<file path="src/rtl/div_pkg.sv">
// div_pkg: shared definitions for the multi-cycle signed divider.
//   - div_state_e   : controller states (IDLE, RUN, DONE)
//   - DIV_DEFAULT_W : default operand/result width
//   - DIV_CNT_W     : iteration-counter width for the default width
//   - div_cnt_w()   : iteration-counter width for an arbitrary width
package div_pkg;

  localparam int DIV_DEFAULT_W = 32;
  localparam int DIV_CNT_W     = $clog2(DIV_DEFAULT_W);

  typedef enum logic [1:0] {
    ST_IDLE = 2'd0,
    ST_RUN  = 2'd1,
    ST_DONE = 2'd2
  } div_state_e;

  // The counter runs 0..width-1, so clog2(width) bits suffice; widths below
  // two are not supported but still get a one-bit counter.
  function automatic int div_cnt_w(input int width);
    return (width < 2) ? 1 : $clog2(width);
  endfunction

endpackage

</file>
<file path="src/rtl/div_unit_negate_cond.sv">
// negate_cond: WIDTH-bit conditional two's complement.
//   i_neg : when high, o_val = ~i_val + 1 (modulo 2^WIDTH); else o_val = i_val
//   i_val : input value
//   o_val : conditionally negated value
module negate_cond #(
  parameter int WIDTH = 32
) (
  input  logic             i_neg,
  input  logic [WIDTH-1:0] i_val,
  output logic [WIDTH-1:0] o_val
);

  logic [WIDTH-1:0] w_one;

  assign w_one = {{(WIDTH-1){1'b0}}, 1'b1};
  assign o_val = i_neg ? (~i_val + w_one) : i_val;

endmodule

</file>
<file path="src/rtl/div_unit.sv">
// div_unit: multi-cycle signed integer divider (restoring shift-subtract,
// one quotient bit per clock).
//
// Ports:
//   clock          : rising-edge clock
//   reset_n        : asynchronous active-low reset
//   ctrl_DIV       : start pulse, sampled only while idle
//   data_operandA  : dividend (two's complement)
//   data_operandB  : divisor (two's complement)
//   data_result    : signed quotient, held until the next completion
//   data_remainder : signed remainder (only when DIV_REMAINDER_EN is defined)
//   data_exception : divide-by-zero flag, valid with data_resultRDY
//   data_resultRDY : one-cycle completion strobe
//   busy           : high while the shift-subtract loop is running
//
// Build option: define DIV_REMAINDER_EN to expose data_remainder and its
// sign-fix logic. Without it the remainder is kept internally only.
module div_unit
  import div_pkg::*;
#(
  parameter int WIDTH = DIV_DEFAULT_W
) (
  input  logic             clock,
  input  logic             reset_n,
  input  logic             ctrl_DIV,
  input  logic [WIDTH-1:0] data_operandA,
  input  logic [WIDTH-1:0] data_operandB,
  output logic [WIDTH-1:0] data_result,
`ifdef DIV_REMAINDER_EN
  output logic [WIDTH-1:0] data_remainder,
`endif
  output logic             data_exception,
  output logic             data_resultRDY,
  output logic             busy
);

  localparam int CNT_W = div_cnt_w(WIDTH);

  div_state_e       r_state;
  logic [WIDTH-1:0] r_babs;
  logic [WIDTH-1:0] r_quo;
  logic [WIDTH-1:0] r_rem;
  logic [CNT_W-1:0] r_cnt;
  logic             r_q_sign;
  logic             r_div0;

  logic [WIDTH-1:0] w_aabs;
  logic [WIDTH-1:0] w_babs;
  logic [WIDTH-1:0] w_rem_sh;
  logic [WIDTH:0]   w_trial;
  logic [WIDTH-1:0] w_quo_fix;
  logic             w_b_zero;

  assign w_b_zero = (data_operandB == '0);

  // Magnitudes of the operands. The most negative value maps onto itself,
  // which read as unsigned is the correct magnitude 2^(WIDTH-1).
  negate_cond #(.WIDTH(WIDTH)) u_abs_a (
    .i_neg (data_operandA[WIDTH-1]),
    .i_val (data_operandA),
    .o_val (w_aabs)
  );

  negate_cond #(.WIDTH(WIDTH)) u_abs_b (
    .i_neg (data_operandB[WIDTH-1]),
    .i_val (data_operandB),
    .o_val (w_babs)
  );

  negate_cond #(.WIDTH(WIDTH)) u_fix_q (
    .i_neg (r_q_sign),
    .i_val (r_quo),
    .o_val (w_quo_fix)
  );

`ifdef DIV_REMAINDER_EN
  logic             r_r_sign;
  logic [WIDTH-1:0] w_rem_fix;

  // Remainder follows the sign of the dividend so that q*B + r == A.
  negate_cond #(.WIDTH(WIDTH)) u_fix_r (
    .i_neg (r_r_sign),
    .i_val (r_rem),
    .o_val (w_rem_fix)
  );
`endif

  // {rem, quo} shifted left by one: the dividend bits stream out of the top
  // of r_quo into the partial remainder while quotient bits fill from below.
  // The partial remainder is always below |B| <= 2^(WIDTH-1), so the shift
  // never loses a bit; the trial subtraction needs one extra bit for the sign.
  assign w_rem_sh = {r_rem[WIDTH-2:0], r_quo[WIDTH-1]};
  assign w_trial  = {1'b0, w_rem_sh} - {1'b0, r_babs};

  assign busy = (r_state == ST_RUN);

  always_ff @(posedge clock or negedge reset_n) begin
    if (!reset_n) begin
      r_state        <= ST_IDLE;
      r_babs         <= '0;
      r_quo          <= '0;
      r_rem          <= '0;
      r_cnt          <= '0;
      r_q_sign       <= 1'b0;
      r_div0         <= 1'b0;
      data_result    <= '0;
      data_exception <= 1'b0;
      data_resultRDY <= 1'b0;
`ifdef DIV_REMAINDER_EN
      r_r_sign       <= 1'b0;
      data_remainder <= '0;
`endif
    end else begin
      data_resultRDY <= 1'b0;
      case (r_state)
        ST_IDLE: begin
          if (ctrl_DIV) begin
            r_babs   <= w_babs;
            r_quo    <= w_aabs;
            r_rem    <= '0;
            r_cnt    <= '0;
            r_q_sign <= data_operandA[WIDTH-1] ^ data_operandB[WIDTH-1];
            r_div0   <= w_b_zero;
`ifdef DIV_REMAINDER_EN
            r_r_sign <= data_operandA[WIDTH-1];
`endif
            // A zero divisor skips the loop entirely.
            r_state  <= w_b_zero ? ST_DONE : ST_RUN;
          end
        end

        ST_RUN: begin
          // Restore (keep the shifted remainder) when the trial goes negative.
          r_rem   <= w_trial[WIDTH] ? w_rem_sh : w_trial[WIDTH-1:0];
          r_quo   <= {r_quo[WIDTH-2:0], ~w_trial[WIDTH]};
          r_cnt   <= r_cnt + CNT_W'(1);
          if (r_cnt == CNT_W'(WIDTH - 1)) begin
            r_state <= ST_DONE;
          end
        end

        ST_DONE: begin
          data_result    <= r_div0 ? '0 : w_quo_fix;
          data_exception <= r_div0;
          data_resultRDY <= 1'b1;
`ifdef DIV_REMAINDER_EN
          data_remainder <= r_div0 ? '0 : w_rem_fix;
`endif
          r_state        <= ST_IDLE;
        end

        default: begin
          r_state <= ST_IDLE;
        end
      endcase
    end
  end

endmodule

</file>
<file path="config.mk">
export PLATFORM = sky130hd
export DESIGN_NAME = div_unit
export DESIGN_NICKNAME = d
export VERILOG_FILES = /design/src/rtl/div_pkg.sv /design/src/rtl/div_unit_negate_cond.sv /design/src/rtl/div_unit.sv
export SDC_FILE = /design/constraint.sdc
export NUM_CORES = 1
export LEC_CHECK = 0
export CAP_MARGIN = 40
export CORE_UTILIZATION = 37
export DETAILED_ROUTE_END_ITERATION = 10
export PLACE_DENSITY = 0.66
export SYNTH_ARGS = -nofsm -noshare
export SYNTH_HDL_FRONTEND = slang
export SYNTH_SLANG_ARGS = --single-unit
</file>
<file path="constraint.sdc">
create_clock -name clock -period 9.7 [get_ports clock]
set_input_delay 1.94 -clock clock [delete_from_list [all_inputs] [get_ports clock]]
set_output_delay 1.94 -clock clock [all_outputs]
set_load 0.05 [all_outputs]
</file>
==> out/metrics.csv, run 1 <==
metric;value;unit
fin_setup_tns;0;ns
rr_startpoint;r_quo[31];
required;7.76;ns
cts_hold_buf;0;
slew_viol_final;0;
clock_latency;0.42;ns
critical_path_class;reg2out;
min_to;data_result[25];
hold_depth;2;
fin_crit_sh;54.9;%
yosysWarnings;0;
hold_violations;0;
ctsHtreeMaxLevel;4;
cts_sinks;138;
n_antenna_cell;0;
worstRegToRegCells;13;
regArea;3450;um^2
drt_iter0_drc;461;
crit_path_max_fanout;24;
async_flop_share;100;%
antenna_found_initial;0;
grt_pass1_wl;36.2;mm
drt-vias-per-instance;5.44;
critPathLaunchType;register;
fmax;188;MHz
area_growth;21.8;%
synth_edf_count;0;
post_cts_resized;0;
track_usage;18.5;%
grt_setup_unrepaired;no;
synthMuxAreaShare;0.352;%
r2r_end;r_rem[17];
hp-class;reg2reg;
drt_wl_total;22.0;mm
synth_compound_area_share;25.2;%
min_from;data_result[25];
grt_pass1_vias;7215;
die_h;157;um
maxCapViolCount;0;
cts_tree;done;
pin_count;102;
remaining_drc_errors;0;
vdd_drop_max;147;uV
p_per_area;369;nW/um^2
endpoint_kind;output pin;
initial_core_util;37.8;%
p_leak;4.56;nW
skew;0.00812;ns
ys_seq_elements;138;
nFillCells;2263;
grt_start_max_net_pins;76;
synthCells;973;
multi_input_area;5060;um^2
cts_buffers;17;
synth_area_per_cell;9.13;um^2
synth_nets;1078;
synth_top_family_by_area;compound AO/OA/AOI/OAI gates;
yosysSeqAreaShare;38.9;%
fin_ws;4.38;ns
arrival;3.38;ns
synthSimpleGateAreaFrac;14.4;%
cts.clk_slew.worst_paths;0.06;ns
setup.worst_path.start;r_state[0];
cts_root_buf;clkbuf_16;
dp_slack;4.22;ns
yosys.area_share.xor_xnor;11.5;%
fin_crit;5.32;ns
nets;1162;
worstMarginPinSlew;0.912;ns
die_w;157;um
outcome;completed;
gp_congestion;0.867;
fin_util;46.1;%
die_area;24600;um^2
wl_per_cell;15.8;um
drive_gt1_share;6.45;%
cts_buffer_depth;2;
firstDrtPassIters;5;
synth_cell_types;60;
vias;7557;
dpl.hpwl;16.0;mm
relSlewSlack;39.2;%
ff2ff_setup_slack;5.58;ns
io_buffers;101;
netlist_area;8880;um^2
synthFlopType;dfrtp_1;
std_cell_rows;56;
cts_setup_buffers;0;
setup_viol;0;
antenna_left;0;
synthAdderAreaFrac;5.44;%
overflow;0;
coreArea;23500;um^2
==> synth_stat cells (all sizes together) (2+ instances only) <==
cell / instances / area [um^2]
xnor2: 54 / 473
a22oi: 22 / 165
and2: 7 / 43.8
o221a: 2 / 22.5
o211ai: 4 / 30.0
o41ai: 14 / 141
a31oi: 4 / 25.0
and3: 8 / 50.1
clkbuf: 43 / 161
a21oi: 37 / 185
nor3: 8 / 40.0
nand2b: 15 / 93.8
a311oi: 2 / 17.5
dfrtp: 138 / 3450
nor4: 5 / 31.3
o21a: 2 / 15.0
ha: 37 / 463
or3: 17 / 119
a21o: 11 / 82.6
a22o: 26 / 228
nand2: 109 / 409
nand3b: 3 / 22.5
mux2i: 2 / 20.0
a211oi: 3 / 22.5
o22ai: 9 / 56.3
or2: 7 / 43.8
nor2b: 5 / 31.3
or4: 16 / 139
a21boi: 3 / 22.5
o21bai: 4 / 30.0
nor2: 41 / 154
buf: 5 / 18.8
a32oi: 3 / 26.3
a221o: 29 / 290
xor2: 63 / 552
o21ai: 100 / 500
inv: 50 / 188
o31ai: 33 / 272
nand3: 14 / 70.1
and4: 3 / 26.3
o221ai: 3 / 26.3
==> logic make-up (layout without fill, tap and decap cells) <==
group	count (synthesis)	in the layout
AO/OA/AOI/OAI	320	320
XOR/XNOR	117	117
adder cells (fa/ha/maj)	38	38
buffers and inverters	98	195
flip-flops	138	138
multiplexers	3	3
AND/OR/NAND/NOR	259	259
==> state kept, by name, indices dropped and copies added, names as in the netlist <==
signal / flops
r_babs: 32
r_div0: 1
r_state: 2
data_resultRDY: 1
r_quo: 32
data_exception: 1
r_q_sign: 1
r_cnt: 5
r_rem: 31
data_result: 32
==> critical path, cell delays in order (launching register included) <==
cell	delay (ns)
dfrtp_1	0.75
nand2b_1	0.48
inv_1	0.77
clkdlybuf4s50_1	0.95
==> layer usage <==
metal  wire length [um]  part of all wire (%)  track usage, %
met5                  0                     0               0
met4                233                   1.1            4.67
met3               1080                   4.9            3.44
met2              10200                    46            30.2
met1              10500                    48            25.1
==> how the worst max path moves through the flow <==
stage	endpoint	cells after the start
2_1_floorplan	r_babs[30]	8
3_3_place_gp	r_state[1]	9
3_5_place_dp	r_state[1]	9
4_1_cts	busy	3
5_1_grt	busy	3
6_report	busy	3
==> cell type report <==
class | count | share of cell area (%)
flip-flops and latches | 138 | 31.9
well taps | 319 | 3.69
inverters | 50 | 1.73
clock inverters | 14 | 1.28
clock buffers | 18 | 3.97
repair buffers | 113 | 10.6
multi-input cells | 737 | 46.8
==> through the flow <==
stage	area, um^2	power, mW	instances	hold slack [ns]
after detailed placement	10300	3.35	1357	0.468
after floorplan	8880	2.77	973	0.449
after global placement	10200	3.27	1352	0.462
final	10800	3.99	1389	0.476
after global routing	10800	4.32	1389	0.495
after CTS	10800	4.00	1389	0.482
==> report_power, final <==
| group | internal [mW] | switching (mW) |
|---|---|---|
| sequential | 0.834 | 0.241 |
| combinational | 1.03 | 1.27 |
| clock | 0.358 | 0.268 |
==> placed cells by master, fill, tap and decap left out, types with 37 or more instances in the layout <==
cell | netlist | routed
xnor2_1 | 54 | 54
dfrtp_1 | 138 | 138
ha_1 | 37 | 37
xor2_1 | 63 | 63
inv_1 | 50 | 50
a21oi_1 | 37 | 37
nand2_1 | 109 | 108
nor2_1 | 41 | 41
clkdlybuf4s50_1 | 0 | 100
o21ai_0 | 93 | 93
No activity file was read; power rests on OpenSTA's default activity.
==> run 2: changes to the inputs <==
- clock period: 9.7 -> 5.25 ns (I/O delays scaled with it)
==> out/metrics.csv, run 2 (same netlist as run 1, synthesis figures left out) <==
metric;value;unit;change
drt-vias-per-instance;5.36;;was 5.44
skew;0.00916;ns;was 0.00812 ns
setup.worst_path.start;data_operandB[7];;was r_state[0]
nets;1165;;was 1162
grt_setup_unrepaired;no;;unchanged
grt_pass1_wl;36.6;mm;was 36.2 mm
drive_gt1_share;6.72;%;was 6.45%
coreArea;23500;um^2;unchanged
relSlewSlack;39.1;%;was 39.2%
io_buffers;101;;unchanged
ff2ff_setup_slack;1.21;ns;was 5.58 ns
gp_congestion;0.880;;was 0.867
worstRegToRegCells;13;;unchanged
fin_crit;4.20;ns;
hold_depth;2;;unchanged
cts_buffer_depth;2;;unchanged
post_cts_resized;0;;unchanged
maxCapViolCount;0;;unchanged
power.share.clock;16.3;%;was 15.7%
area_growth;22.1;%;was 21.8%
outcome;completed;;unchanged
cts_tree;done;;unchanged
required;5.59;ns;was 7.76 ns
p_per_area;683;nW/um^2;was 369 nW/um^2
critPathLaunchType;primary input;;was register
critical_path_class;in2reg;;was reg2out
power;7.41;mW;was 3.99 mW
ctsHtreeMaxLevel;4;;unchanged
cts_hold_buf;0;;unchanged
min_to;data_result[31];;was data_result[25]
hp-class;reg2reg;;unchanged
arrival;4.55;ns;was 3.38 ns
track_usage;18.6;%;was 18.5%
die_w;157;um;unchanged
grt_pass1_vias;7230;;was 7215
cts_sinks;138;;unchanged
cts_root_buf;clkbuf_16;;unchanged
remaining_drc_errors;0;;unchanged
fin_crit_sh;80.1;%;
firstDrtPassIters;5;;unchanged
switching_power;3.26;mW;was 1.78 mW
drt_iter0_drc;456;;was 461
most-common-layout-cells;dfrtp_1 (138), nand2_1 (108), clkdlybuf4s50_1 (100);;unchanged
cts_setup_buffers;0;;unchanged
swShare;44.1;%;was 44.5%
combPwrFrac;56.9;%;was 57.4%
pwr-share-seq;26.7;%;was 26.9%
min_from;data_result[31];;was data_result[25]
clock_latency;0.42;ns;about the same
dpl.hpwl;16.1;mm;was 16.0 mm
intPower;4.14;mW;was 2.22 mW
pin_count;102;;unchanged
vdd_drop_max;334;uV;was 147 uV
setup_viol;0;;unchanged
hold_violations;0;;unchanged
overflow;0;;unchanged
top_regs;data_result: 32 flops, r_babs: 32 flops, r_quo: 32 flops;;unchanged
r2r_end;r_rem[20];;was r_rem[17]
antenna_found_initial;1;;was 0
vias;7461;;was 7557
worstMarginPinSlew;0.913;ns;was 0.912 ns
final_common_cell;dfrtp_1;;unchanged
wl_per_cell;15.6;um;was 15.8 um
std_cell_rows;56;;unchanged
fmax;238;MHz;
fin_setup_tns;0;ns;unchanged
rr_startpoint;r_quo[31];;unchanged
die_h;157;um;unchanged
cts.clk_slew.worst_paths;0.06;ns;about the same
endpoint_kind;register;;was output pin
die_area;24600;um^2;unchanged
p_leak;4.57;nW;was 4.56 nW
cts_buffers;17;;unchanged
crit_path_max_fanout;5;;was 24
slew_viol_final;0;;unchanged
grt_start_max_net_pins;52;;was 76
initial_core_util;37.8;%;unchanged
antenna_left;0;;unchanged
drt_wl_total;21.7;mm;was 22.0 mm
## run 2: layout make-up
| class | instances | area [um^2] |
|---|---|---|
| Inverter | 50 | 188 |
| Timing Repair Buffer | 116 | 1150 |
| Clock buffer | 17 | 425 |
| Antenna cell | 1 | 2.50 |
| Multi-Input combinational cell | 737 | 5060 |
| Clock inverter | 14 | 164 |
| Fill cell | 2234 | 12600 |
| Sequential cell | 138 | 3450 |
| Tap cell | 319 | 399 |
## run 2: worst max path at each step
stage	endpoint	slack, ns	depth (start not counted)
floorplan	r_babs[30]	1.41	8
global placement	r_state[1]	0.66	9
detailed placement	r_state[1]	0.64	9
CTS	r_state[1]	1.07	9
global route	r_state[1]	0.92	9
finish	r_state[1]	1.05	9
## run 2: power by group through the flow
stage,combinational [mW],sequential (mW),clock (mW)
4_1_cts,4.22,1.98,1.24
6_report,4.22,1.98,1.21
3_3_place_gp,4.12,1.98,0
2_1_floorplan,3.03,2.09,0
3_5_place_dp,4.19,1.99,0
5_1_grt,4.69,2.06,1.27
## run 2: metrics by stage
step,instance area [um^2],hold WS (ns),util (%),setup slack (ns),std cells
after CTS,10800,0.484,46.2,1.07,1391
after detailed placement,10300,0.471,43.7,0.636,1360
after floorplan,8880,0.449,-,1.41,973
final,10800,0.477,46.2,1.05,1392
after global routing,10800,0.490,46.2,0.916,1391
after global placement,10200,0.463,43.5,0.663,1356
## run 2: routing by layer
layer / track usage [%] / vias to the layer above / share of wire [%]
li1: - / 3730 / -
met1: 25.4 / 3531 / 48
met2: 30.8 / 189 / 47
met3: 3.25 / 11 / 4.9
met4: 3.73 / 0 / 0.58
met5: 0 / - / 0
## run 2: worst max-delay path, cell delays in order
cell and delay, ns:
clkdlybuf4s50_1 0.49, or4_4 0.53, or4_4 0.43, or3_4 0.39
or4_4 0.43, or4_4 0.47, nor3_1 0.49, a22oi_1 0.14
nor2_1 0.12
==> edit, RTL diff (settings of run 2) <==
Build with the macro `DIV_REMAINDER_EN` defined.
--- a/src/rtl/div_unit.sv
+++ b/src/rtl/div_unit.sv
@@ -17,2 +17,4 @@
 // sign-fix logic. Without it the remainder is kept internally only.
+`define DIV_REMAINDER_EN
+
 module div_unit
Behaviour (old outputs only; new: data_remainder): unchanged (equiv_simple and equiv_induct, registers matched by name and starting in step).
==> edit against run 2 <==
Sequential power increased by 21%; setup slack improved by 740 ps; final cell count increased by 23%; first-iteration DRC count increased by 32%; area after synthesis increased by 23%; clock skew increased by 5.9 ps; routed wire length increased by 32%; final area increased by 22%; power increased by 14%; sequential cell count increased by 34; critical path type is now reg -> reg; largest cell class unchanged; highest routed layer unchanged.
==> edit: results (changes against run 2) <==
[clock_tree]
clk_pin_slew_ps = 80  ; +20 ps

[placed_design]
placed_cell_area_um2 = 12700  ; +24%
place_congestion = 0.886  ; +0.72%
hpwl_mm = 21.3  ; +33%
io_buffers = 133  ; +32%
place_ws_ps = 1420  ; +786 ps
place_inst = 1679  ; +23%

[finish]
final_nets = 1421  ; +22%
multi_input_comb_area_um2 = 6240  ; +23%
drive_gt1_share_pct = 5.50  ; -1.2 points
fillCellCount = 2749  ; +23%

[setup_path]
reg2reg_slack_ps = 1780  ; +570 ps
crit_path_start = r_rem[8]
ff2ff_path_depth = 11  ; -2
cp_max_fo = 51  ; +46

[global_route]
met1_usage_pct = 28.5  ; +3.1 points
grt_antenna_before_repair = 0  ; -1
grt_usage_pct = 19.3  ; +0.75 points
grt_max_degree = 93  ; +79%
grt_pass1_vias = 8813  ; +22%

[power]
power_leakage_nw = 5.57  ; +22%
switching_share_pct = 46.9  ; +2.8 points
ir_drop_v = 0.000425  ; +27%

[run_status]
outcome = completed

[logic_synthesis]
ys_seq_area_share_pct = 39.3  ; +0.40 points
synth_area_leaders = dfrtp_1 (39%), xnor2_1 (6.7%), o21ai_0 (6.1%)

[route]
totalWireLength_mm = 28.7  ; +32%
via_per_inst = 5.43  ; +1.2%

[timing]
fin_crit_sh_pct = 66.0  ; -14 points

[edit: changes by cell type after synthesis, sizes merged, moves of 18 or more]
| cell | change |
|---|---|
| dfrtp | +34 |
| a221o | -29 |
| o21ai | +37 |
| a22o | +37 |
| a21oi | +18 |
| xnor2 | +30 |
| nand3 | +29 |
| nand2 | +18 |
[edit: layout make-up]
cell class                      count  share of cell area (%)
Tap cell                          384                    3.62
Clock buffer                       18                    3.31
Multi-Input combinational cell    930                    47.0
Clock inverter                     14                    1.08
Inverter                           48                    1.36
Sequential cell                   172                    32.5
Timing Repair Buffer              145                    11.1
[edit: worst max-delay path, cell delays in order, from the launching register on]
cell      delay [ps]
dfrtp_1          500
ha_1             420
a21o_1           240
a221oi_1         280
o221ai_1         140
a21oi_1          420
o211ai_1         220
a31oi_4          210
buf_4            470
nor2_1           110
a21oi_1          190
o21ai_0          100
[edit: worst min-delay path by stage]
stage / start / end / slack [ps]
CTS: r_babs[4] / r_babs[4] / 490
global route: r_babs[9] / r_babs[9] / 510
global placement: r_babs[8] / r_babs[8] / 460
finish: r_babs[6] / r_babs[6] / 480
detailed placement: r_babs[4] / r_babs[4] / 470
floorplan: r_state[1] / r_state[1] / 440
[edit: cells by family after synthesis]
kind of cell    synth area share, %
flops                          39.3
fa+ha+maj                      4.64
simple gates                   15.3
compound gates                 24.3
mux                           0.731
buf+inv                        4.05
xor+xnor                       11.8
[edit: power groups by stage]
stage	Sequential, mW	Clock [mW]	Combinational (mW)
3_5_place_dp	2.40	0	4.75
4_1_cts	2.37	1.28	4.78
5_1_grt	2.46	1.34	5.37
3_3_place_gp	2.40	0	4.66
2_1_floorplan	2.39	0	3.54
6_report	2.39	1.25	4.78
[edit: routing by layer]
metal,up-vias,wire [um]
met1,4437,14400
met4,0,459
met5,-,0
li1,4614,-
met3,28,1310
met2,205,12500
